File: src/rtl/operator_slot_sequencer.sv
// operator_slot_sequencer: time-slot scheduler for the shared operator datapath.
// Each frame walks bank 0 ops 0..N-1, then bank 1 ops 0..N-1, one slot per
// handshake. It then waits out the pipeline latency and pulses frame_done.
// Optional feature macro: OPL3_SLOT_SKIP_EN. When it is defined, slots whose
// bit is clear in the mask latched at frame start are skipped.
module operator_slot_sequencer #(
    parameter int NUM_BANKS              = 2,
    parameter int NUM_OPERATORS_PER_BANK = 18,
    parameter int PIPELINE_DEPTH         = 6,
    parameter int OVERRUN_CNT_WIDTH      = 8
) (
    input  logic                                        clk,
    input  logic                                        reset_n,
    input  logic                                        sample_clk_en,
    input  logic [NUM_BANKS*NUM_OPERATORS_PER_BANK-1:0] slot_en_mask,
    input  logic                                        slot_ready,
    output logic                                        slot_valid,
    output logic [$clog2(NUM_BANKS)-1:0]                bank_num,
    output logic [$clog2(NUM_OPERATORS_PER_BANK)-1:0]   op_num,
    output logic                                        slot_last,
    output logic                                        busy,
    output logic                                        frame_done,
    output logic                                        overrun,
    output logic [OVERRUN_CNT_WIDTH-1:0]                overrun_cnt
);
    localparam int NUM_SLOTS = NUM_BANKS * NUM_OPERATORS_PER_BANK;
    localparam int BANK_W    = $clog2(NUM_BANKS);
    localparam int OP_W      = $clog2(NUM_OPERATORS_PER_BANK);
    localparam int DRAIN_W   = (PIPELINE_DEPTH > 1) ? $clog2(PIPELINE_DEPTH) : 1;
    localparam logic [DRAIN_W-1:0]           DRAIN_LOAD = DRAIN_W'(PIPELINE_DEPTH - 1);
    localparam logic [DRAIN_W-1:0]           DRAIN_ONE  = DRAIN_W'(1);
    localparam logic [OVERRUN_CNT_WIDTH-1:0] CNT_ONE    = OVERRUN_CNT_WIDTH'(1);
    localparam logic [OVERRUN_CNT_WIDTH-1:0] CNT_MAX    = {OVERRUN_CNT_WIDTH{1'b1}};

    typedef enum logic [1:0] {
        ST_IDLE  = 2'd0,
        ST_RUN   = 2'd1,
        ST_DRAIN = 2'd2
    } state_t;

    state_t                         state_q, state_d;
    logic                           slot_valid_q, slot_valid_d;
    logic [BANK_W-1:0]              bank_q, bank_d;
    logic [OP_W-1:0]                op_q, op_d;
    logic                           slot_last_q, slot_last_d;
    logic                           busy_q, busy_d;
    logic                           frame_done_q, frame_done_d;
    logic [DRAIN_W-1:0]             drain_q, drain_d;
    logic                           overrun_q, overrun_d;
    logic [OVERRUN_CNT_WIDTH-1:0]   overrun_cnt_q, overrun_cnt_d;

    logic                           start_s;
    logic                           advance_s;
    logic                           overrun_evt_s;
    logic                           first_any_s;
    logic [BANK_W-1:0]              first_bank_s, next_bank_s;
    logic [OP_W-1:0]                first_op_s, next_op_s;
    logic                           first_last_s, next_last_s;

    // A pulse on the frame_done cycle counts as an overrun, so only a truly idle cycle may start a frame.
    always_comb begin
        start_s       = sample_clk_en && (state_q == ST_IDLE) && !frame_done_q;
        advance_s     = (state_q == ST_RUN) && slot_ready && !slot_last_q;
        overrun_evt_s = sample_clk_en && ((state_q != ST_IDLE) || frame_done_q);
    end

`ifdef OPL3_SLOT_SKIP_EN
    localparam int IDX_W = $clog2(NUM_SLOTS);

    logic [NUM_SLOTS-1:0] mask_q, mask_d;
    logic [IDX_W-1:0]     idx_q, idx_d;
    logic [IDX_W-1:0]     hi_q, hi_d;
    logic [IDX_W-1:0]     first_idx_s, next_idx_s, hi_s;

    // Lowest set bit at or above 'from'. It returns 0 when no such bit exists.
    function automatic logic [IDX_W-1:0] lowest_from(input logic [NUM_SLOTS-1:0] m, input int from);
        logic [IDX_W-1:0] r;
        r = {IDX_W{1'b0}};
        for (int i = NUM_SLOTS - 1; i >= 0; i--) begin
            if (m[i] && (i >= from)) r = IDX_W'(i);
            else                     r = r;
        end
        return r;
    endfunction

    // Highest set bit. It returns 0 for an all-zero mask.
    function automatic logic [IDX_W-1:0] highest_set(input logic [NUM_SLOTS-1:0] m);
        logic [IDX_W-1:0] r;
        r = {IDX_W{1'b0}};
        for (int i = 0; i < NUM_SLOTS; i++) begin
            if (m[i]) r = IDX_W'(i);
            else      r = r;
        end
        return r;
    endfunction

    function automatic logic [BANK_W-1:0] idx_bank(input logic [IDX_W-1:0] idx);
        logic [BANK_W-1:0] r;
        r = {BANK_W{1'b0}};
        for (int b = 0; b < NUM_BANKS; b++) begin
            if (int'(idx) >= b * NUM_OPERATORS_PER_BANK) r = BANK_W'(b);
            else                                         r = r;
        end
        return r;
    endfunction

    function automatic logic [OP_W-1:0] idx_op(input logic [IDX_W-1:0] idx);
        return OP_W'(int'(idx) - int'(idx_bank(idx)) * NUM_OPERATORS_PER_BANK);
    endfunction

    // Priority search: find the first slot from the live mask and the next enabled slot from the latched mask.
    always_comb begin
        first_any_s  = |slot_en_mask;
        first_idx_s  = lowest_from(slot_en_mask, 0);
        hi_s         = highest_set(slot_en_mask);
        first_bank_s = idx_bank(first_idx_s);
        first_op_s   = idx_op(first_idx_s);
        first_last_s = (first_idx_s == hi_s);
        next_idx_s   = lowest_from(mask_q, int'(idx_q) + 1);
        next_bank_s  = idx_bank(next_idx_s);
        next_op_s    = idx_op(next_idx_s);
        next_last_s  = (next_idx_s == hi_q);
    end

    // Latch the mask and its highest enabled slot at frame start, and track the current linear index.
    always_comb begin
        mask_d = mask_q;
        idx_d  = idx_q;
        hi_d   = hi_q;
        if (start_s) begin
            mask_d = slot_en_mask;
            idx_d  = first_idx_s;
            hi_d   = hi_s;
        end else if (advance_s) begin
            idx_d  = next_idx_s;
        end else begin
            idx_d  = idx_q;
        end
    end

    // Frame mask and slot index registers.
    always_ff @(posedge clk) begin
        if (!reset_n) begin
            mask_q <= {NUM_SLOTS{1'b0}};
            idx_q  <= {IDX_W{1'b0}};
            hi_q   <= {IDX_W{1'b0}};
        end else begin
            mask_q <= mask_d;
            idx_q  <= idx_d;
            hi_q   <= hi_d;
        end
    end
`else
    logic unused_mask_s;
    assign unused_mask_s = ^slot_en_mask;

    // Plain walk: the op counter wraps into the next bank, and every slot is presented.
    always_comb begin
        first_any_s  = 1'b1;
        first_bank_s = {BANK_W{1'b0}};
        first_op_s   = {OP_W{1'b0}};
        first_last_s = (NUM_SLOTS == 1);
        if (op_q == OP_W'(NUM_OPERATORS_PER_BANK - 1)) begin
            next_op_s   = {OP_W{1'b0}};
            next_bank_s = bank_q + BANK_W'(1);
        end else begin
            next_op_s   = op_q + OP_W'(1);
            next_bank_s = bank_q;
        end
        next_last_s = (next_bank_s == BANK_W'(NUM_BANKS - 1)) &&
                      (next_op_s == OP_W'(NUM_OPERATORS_PER_BANK - 1));
    end
`endif

    // Frame FSM: slot presentation, drain countdown and the frame_done pulse.
    always_comb begin
        state_d      = state_q;
        slot_valid_d = slot_valid_q;
        bank_d       = bank_q;
        op_d         = op_q;
        slot_last_d  = slot_last_q;
        busy_d       = busy_q;
        frame_done_d = 1'b0;
        drain_d      = drain_q;
        case (state_q)
            ST_IDLE: begin
                if (start_s && first_any_s) begin
                    state_d      = ST_RUN;
                    slot_valid_d = 1'b1;
                    bank_d       = first_bank_s;
                    op_d         = first_op_s;
                    slot_last_d  = first_last_s;
                    busy_d       = 1'b1;
                end else if (start_s && (PIPELINE_DEPTH == 1)) begin
                    frame_done_d = 1'b1;
                end else if (start_s) begin
                    state_d = ST_DRAIN;
                    drain_d = DRAIN_LOAD;
                    busy_d  = 1'b1;
                end else begin
                    state_d = ST_IDLE;
                end
            end
            ST_RUN: begin
                if (slot_ready && slot_last_q) begin
                    slot_valid_d = 1'b0;
                    slot_last_d  = 1'b0;
                    if (PIPELINE_DEPTH == 1) begin
                        state_d      = ST_IDLE;
                        busy_d       = 1'b0;
                        frame_done_d = 1'b1;
                    end else begin
                        state_d = ST_DRAIN;
                        drain_d = DRAIN_LOAD;
                    end
                end else if (slot_ready) begin
                    bank_d      = next_bank_s;
                    op_d        = next_op_s;
                    slot_last_d = next_last_s;
                end else begin
                    state_d = ST_RUN;
                end
            end
            ST_DRAIN: begin
                if (drain_q <= DRAIN_ONE) begin
                    state_d      = ST_IDLE;
                    busy_d       = 1'b0;
                    frame_done_d = 1'b1;
                end else begin
                    drain_d = drain_q - DRAIN_ONE;
                end
            end
            default: begin
                state_d      = ST_IDLE;
                slot_valid_d = 1'b0;
                slot_last_d  = 1'b0;
                busy_d       = 1'b0;
            end
        endcase
    end

    // Sticky overrun flag and saturating overrun counter.
    always_comb begin
        overrun_d     = overrun_q;
        overrun_cnt_d = overrun_cnt_q;
        if (overrun_evt_s && (overrun_cnt_q != CNT_MAX)) begin
            overrun_d     = 1'b1;
            overrun_cnt_d = overrun_cnt_q + CNT_ONE;
        end else if (overrun_evt_s) begin
            overrun_d     = 1'b1;
        end else begin
            overrun_d     = overrun_q;
        end
    end

    // State and output registers. The synchronous reset clears every output.
    always_ff @(posedge clk) begin
        if (!reset_n) begin
            state_q       <= ST_IDLE;
            slot_valid_q  <= 1'b0;
            bank_q        <= {BANK_W{1'b0}};
            op_q          <= {OP_W{1'b0}};
            slot_last_q   <= 1'b0;
            busy_q        <= 1'b0;
            frame_done_q  <= 1'b0;
            drain_q       <= {DRAIN_W{1'b0}};
            overrun_q     <= 1'b0;
            overrun_cnt_q <= {OVERRUN_CNT_WIDTH{1'b0}};
        end else begin
            state_q       <= state_d;
            slot_valid_q  <= slot_valid_d;
            bank_q        <= bank_d;
            op_q          <= op_d;
            slot_last_q   <= slot_last_d;
            busy_q        <= busy_d;
            frame_done_q  <= frame_done_d;
            drain_q       <= drain_d;
            overrun_q     <= overrun_d;
            overrun_cnt_q <= overrun_cnt_d;
        end
    end

    assign slot_valid  = slot_valid_q;
    assign bank_num    = bank_q;
    assign op_num      = op_q;
    assign slot_last   = slot_last_q;
    assign busy        = busy_q;
    assign frame_done  = frame_done_q;
    assign overrun     = overrun_q;
    assign overrun_cnt = overrun_cnt_q;

endmodule

File: config.mk
export PLATFORM = sky130hd
export DESIGN_NAME = operator_slot_sequencer
export DESIGN_NICKNAME = d
export VERILOG_FILES = /design/src/rtl/operator_slot_sequencer.sv
export SDC_FILE = /design/constraint.sdc
export NUM_CORES = 1
export LEC_CHECK = 0
export CORE_MARGIN = 1
export CORE_UTILIZATION = 43
export CTS_CLUSTER_SIZE = 16
export DETAILED_ROUTE_END_ITERATION = 8
export PLACE_DENSITY = 0.86
export SYNTH_ARGS = -nofsm -noshare
export SYNTH_HDL_FRONTEND = slang
export SYNTH_SLANG_ARGS = --single-unit
File: constraint.sdc
create_clock -name clk -period 4.73 [get_ports clk]
set_input_delay 1.419 -clock clk [delete_from_list [all_inputs] [get_ports clk]]
set_output_delay 1.419 -clock clk [all_outputs]
set_load 0.02 [all_outputs]
==> results of run 1 <==
[logic make-up (layout without fill, tap and decap cells)]
| family | after synthesis | in the layout | share of synthesized area |
|---|---|---|---|
| and+or+nand+nor | 61 | 61 | 0.292 |
| DFF | 24 | 24 | 0.391 |
| buffers and inverters | 8 | 30 | 0.0336 |
| AOI/OAI and AO/OA | 35 | 35 | 0.181 |
| adders and majority gates | 5 | 5 | 0.0509 |
| muxes | 2 | 2 | 0.0163 |
| xor gates and xnor gates | 5 | 5 | 0.0356 |
[worst max-delay path: stages]
cell and delay, ns:
clkdlybuf4s50_1 0.73, clkinv_1 0.54, nor4_1 0.39, o21bai_1 0.14
[synthesized netlist by cell type (2+ instances only)]
master     count  area (µm²)
dfxtp_1       24         480
nor2_1        13        48.8
nand2_1       12        45.0
a21oi_1       10        50.1
nand3_1        6        30.0
o21ai_0        6        30.0
and2_1         5        31.3
ha_1           5        62.6
nand4_1        4        25.0
xor2_1         4        35.0
and3_1         3        18.8
inv_1          3        11.3
o21ai_1        3        15.0
a31oi_1        2        12.5
clkbuf_1       2        7.51
mux2i_1        2        20.0
nand4bb_1      2        22.5
nor2b_1        2        12.5
nor3_1         2        10.0
o211ai_1       2        15.0
o21a_1         2        15.0
o31ai_1        2        15.0
or3_1          2        12.5
or4_1          2        15.0
[path summary, 6_finish.rpt]
path                  start              to  slack (ns)  depth (start not counted)
max reg2reg  overrun_cnt[0]  overrun_cnt[1]        3.02                          5
max                 reset_n  overrun_cnt[3]        1.78                          4
min                 overrun         overrun        0.49                          2
min reg2reg         overrun         overrun        0.49                          2
[per-layer routing]
layer / up-vias / global-route usage
li1: 557 / -
met1: 530 / 0.243
met2: 26 / 0.294
met3: 7 / 0.0328
met4: 0 / 0.0964
met5: - / 0
[registers in the layout, indices dropped and copies added (netlist names)]
register and count:
op_num 5, bank_num 1, busy 1, overrun 1, slot_valid 1, drain_q 3
frame_done 1, state_q 2, overrun_cnt 8, slot_last 1
[cell usage in the layout (no fill, tap or decap), drive strengths merged, types with 4 or more instances in the layout]
master and n:
a21oi 10, and2 5, clkdlybuf4s50 22, dfxtp 24, ha 5, nand2 12, nand3 6, nand4 4
nor2 14, o21ai 9, xor2 4
[stage by stage]
| stage | worst slack (ns) | area [µm²] |
|---|---|---|
| 3_5_place_dp | 1.43 | 1460 |
| 3_3_place_gp | 1.50 | 1460 |
| 6_report | 1.78 | 1520 |
| 2_1_floorplan | 2.34 | 1230 |
| 5_1_grt | 1.63 | 1520 |
| 4_1_cts | 1.78 | 1520 |
[power breakdown]
part / internal [µW] / switching, µW
Clock: 85.8 / 64.1
Sequential: 206 / 5.04
Combinational: 18.1 / 21.7
[layout make-up]
class | instances | area, µm²
inverters | 4 | 15.0
clock buffers | 3 | 22.5
well taps | 31 | 38.8
clock inverters | 1 | 30.0
repair buffers | 22 | 220
fillers | 256 | 1220
multi-input cells | 108 | 708
flip-flops and latches | 24 | 480
==> flow_metrics.py, run 1 <==
metrics = {
    "outcome": {
        "status": "finished clean",
    },
    "drt": {
        "num_vias": 1120,
        "met1Wirelength_um": 1240,
        "wl_um": 2720,
        "top_layer": "met4",
        "route.met3.wl_um": 103,
        "wl_met2_um": 1320,
        "via_per_inst": 5.80,
        "firstDrtPassIters": 4,
        "drt-initial-drc-count": 36,
        "ant_nets": 0,
        "wl_per_cell_um": 14.1,
        "drc_errors": 0,
    },
    "yosys": {
        "netlist_area_um2": 1230,
        "synth_async_sr_flop_share": 0,
        "synth_seq_cells": 24,
        "syn-mean-instance-area_um2": 8.79,
        "yosysWarnings": 0,
        "syn_inst": 140,
        "syn-num-nets": 185,
        "synth_cell_type_count": 44,
        "synth_ff_type": "dfxtp_1",
        "synth_edf_count": 0,
        "ys_seq_area_frac": 0.391,
    },
    "placement": {
        "finalWeightedCongestion": 0.874,
        "portBuffers": 22,
        "dpl.cell_count": 189,
        "dpl.hpwl_um": 1970,
    },
    "power_and_ir_drop": {
        "leakagePower_uw": 0.000528,
        "powerDensity_nw_per_um2": 265,
        "peakVddDrop_uv": 158,
        "power_uw": 401,
    },
    "clock_network": {
        "hold_buffers": 0,
        "cts_made_buffers": 3,
        "cts_sinks": 24,
        "cts_setup_buffers": 0,
        "clkTransAtPathRegs_ns": 0.13,
        "tritoncts": "built",
        "clockBufferDepth": 2,
        "cts_resized": 0,
        "clockRootBuffer": "clkbuf_4",
        "cts_max_level": 1,
        "insertion_delay_ns": 0.32,
    },
    "floorplan": {
        "dieArea_um2": 3080,
        "die_x_um": 55.5,
        "rows": 19,
        "initial_utilization": 0.450,
        "io_pins": 59,
        "fp.dieH_um": 55.5,
        "coreArea_um2": 2730,
    },
    "timing": {
        "timing_max_transition_violations_final": 0,
        "rsz0062_at_grt": "no",
        "fin_crit_sh": 0.625,
        "final_hold_viol_count": 0,
        "layout_min_cycle_time_ns": 2.95,
        "fin_skew_ns": 0.00990,
        "relSlewSlack": 0.606,
        "timing.fmax_mhz": 338,
        "tightest_slew_ns": 0.585,
        "holdWs_ns": 0.487,
        "setup_tns_ns": 0,
        "finalSetupViolations": 0,
    },
    "global_routing": {
        "antenna_found_initial": 0,
        "grt_usage": 0.186,
        "grt_overflow": 0,
        "grt_pass1_wl_um": 4700,
        "grt_pass1_vias": 1082,
        "grt_max_degree": 18,
    },
    "worst_setup_path": {
        "cp.arrival_ns": 3.21,
        "end_kind": "flip-flop",
        "startpoint_type": "input port",
        "worst-path-max-fanout": 17,
        "crit_type": "in2reg",
        "crit_required_ns": 4.99,
    },
    "final_layout": {
        "fin_nets": 208,
        "final_layout_size_suffix_gt1_frac": 0.0679,
        "final_cells": 193,
        "diodes": 0,
        "final_core_util": 0.554,
        "syn_to_final_growth_pct": 23.2,
    },
    "flow_run": {
        "cap_violations": 0,
    },
    "worst_hold_path": {
        "hold_class": "reg2reg",
    },
}
Power figures use the tool's default switching activity.
==> run 2: changes to the inputs <==
CORE_UTILIZATION = 36   (was 43)
PLACE_DENSITY = 0.77   (was 0.86)
clock period = 2.4 ns   (was 4.73 ns; I/O delays follow)
==> run 2 against run 1 <==
Utilization fell by 6.7 points. Clock skew rose by 0.0037 ns. Non-clock buffer count rose by 3. Worst setup slack got worse by 1.6 ns. Combinational power rose by 110%. Via count fell by 0.18%. Global-route usage fell by 1.9 points. Clock power rose by 40%. First-iteration DRC count rose by 140%. Sequential power rose by 97%. Register-to-register slack got worse by 2.3 ns. Power rose by 77%. Critical path type is now reg2out. Largest cell class unchanged.
==> flow_metrics.py, run 2 (same netlist as run 1, synthesis figures left out) <==
metrics = {
    "floorplan": {
        "fp.dieH_um": 60.5,
        "rows": 20,
        "initial_utilization": 0.390,
        "io_pins": 59,
        "die_x_um": 60.5,
        "dieArea_um2": 3650,
        "coreArea_um2": 3150,
    },
    "timing": {
        "setup_ws_ns": 0.192,
        "fin_skew_ns": 0.0136,
        "timing_max_transition_violations_final": 0,
        "timing.fmax_mhz": 453,
        "rsz0062_at_grt": "no",
        "finalSetupViolations": 0,
        "final_hold_viol_count": 0,
        "layout_min_cycle_time_ns": 2.21,
        "fin_crit_sh": 0.920,
        "relSlewSlack": 0.606,
        "tightest_slew_ns": 0.584,
        "setup_tns_ns": 0,
    },
    "power_and_ir_drop": {
        "power_frac_seq": 0.588,
        "powerDensity_nw_per_um2": 462,
        "power.switching_uw": 171,
        "clkPwrFrac": 0.296,
        "leakagePower_uw": 0.000536,
        "combPwrFrac": 0.117,
        "peakVddDrop_uv": 517,
        "p_sw_frac": 0.241,
        "intPower_uw": 539,
    },
    "clock_network": {
        "cts_resized": 0,
        "cts_setup_buffers": 0,
        "clockRootBuffer": "clkbuf_4",
        "clockBufferDepth": 2,
        "tritoncts": "built",
        "hold_buffers": 0,
        "cts_made_buffers": 3,
        "cts_sinks": 24,
        "insertion_delay_ns": 0.31,
        "cts_max_level": 1,
        "clkTransAtPathRegs_ns": 0.13,
    },
    "final_layout": {
        "largest_reg_flops": 8,
        "fin_nets": 211,
        "n_fill_cell": 309,
        "final_core_util": 0.488,
        "layout_common_cells": "dfxtp_1 (24), clkdlybuf4s50_1 (22), nor2_1 (13), nand2_1 (12), a21oi_1 (10)",
        "final_cells": 209,
        "final_layout_size_suffix_gt1_frac": 0.0848,
        "diodes": 0,
        "syn_to_final_growth_pct": 25.0,
        "final_common_cell": "dfxtp_1",
    },
    "placement": {
        "dpl.hpwl_um": 2050,
        "portBuffers": 22,
        "finalWeightedCongestion": 0.892,
        "dpl.cell_count": 205,
        "place_ws_ns": 0.0768,
    },
    "worst_setup_path": {
        "cp.arrival_ns": 1.49,
        "end_kind": "output port",
        "startpoint_type": "flip-flop",
        "reg2reg_depth": 5,
        "r2r-end": "slot_last",
        "crit_type": "reg2out",
        "regToRegSetupSlack_ns": 0.69,
        "cp_num_buf_inv": 1,
        "crit_required_ns": 1.68,
        "path_cells": "clkdlybuf4s50_1",
        "crit_family": "buffers and inverters",
        "worst-path-max-fanout": 9,
        "reg2reg_from": "op_num[0]",
        "critPathSlowestCell": "clkdlybuf4s50_1",
        "critPathMaxStageDelay_ns": 0.66,
    },
    "drt": {
        "ant_nets": 0,
        "drt-initial-drc-count": 88,
        "wl_um": 2730,
        "via_per_inst": 5.35,
        "wl_per_cell_um": 13.1,
        "drc_errors": 0,
        "firstDrtPassIters": 4,
        "num_vias": 1118,
    },
    "outcome": {
        "status": "finished clean",
    },
    "global_routing": {
        "grt_usage": 0.167,
        "grt_overflow": 0,
        "grt_pass1_wl_um": 4600,
        "grt_max_degree": 14,
        "grt_pass1_vias": 1032,
        "antenna_found_initial": 0,
    },
    "worst_hold_path": {
        "hold_class": "reg2reg",
        "min-delay-start": "overrun",
        "whs_path_depth": 2,
        "hold_path_end": "overrun",
    },
    "flow_run": {
        "cap_violations": 0,
    },
}
run 2: changes by cell type in the layout (fill, tap and decap cells not counted):
cell       previous run  this run
clkbuf_8              0         1
bufinv_16             1         0
buf_4                 0         3
run 2: cell type report:
type                       count  area, µm²  share of cell area
inverter                       4       15.0             0.00976
timing repair buffer          25        243               0.158
tap                           44       55.1              0.0358
clock buffer                   4       36.3              0.0236
sequential                    24        480               0.312
multi-input combinational    108        708               0.461
run 2: per-layer routing:
layer  GRT usage  routed length [µm]
met1       0.206                1230
met2       0.298                1400
met3      0.0384                  79
met4      0.0325                  19
met5           0                   0
run 2: power by group through the flow:
stage               clock, µW  sequential, µW  combinational, µW
global placement            0             425               80.6
CTS                       218             417               83.0
detailed placement          0             426               82.5
finish                    210             417               82.9
global route              241             419               90.8
floorplan                   0             430               46.2
run 2: worst max path at each step:
stage,depth (start not counted),slack [ns],from,end
final,1,0.19,op_num[2],op_num[2]
after global routing,1,0.10,op_num[2],op_num[2]
after CTS,1,0.19,op_num[2],op_num[2]
after detailed placement,5,0.08,sample_clk_en,bank_num
after global placement,5,0.11,sample_clk_en,bank_num
after floorplan,4,0.71,sample_clk_en,slot_last
run 2: metrics by stage:
stage | hold WS, ns | area [µm²] | total power, µW
after floorplan | 0.474 | 1230 | 476
after global placement | 0.453 | 1500 | 506
after detailed placement | 0.470 | 1500 | 508
after CTS | 0.499 | 1540 | 718
after global routing | 0.544 | 1540 | 751
final | 0.494 | 1540 | 710
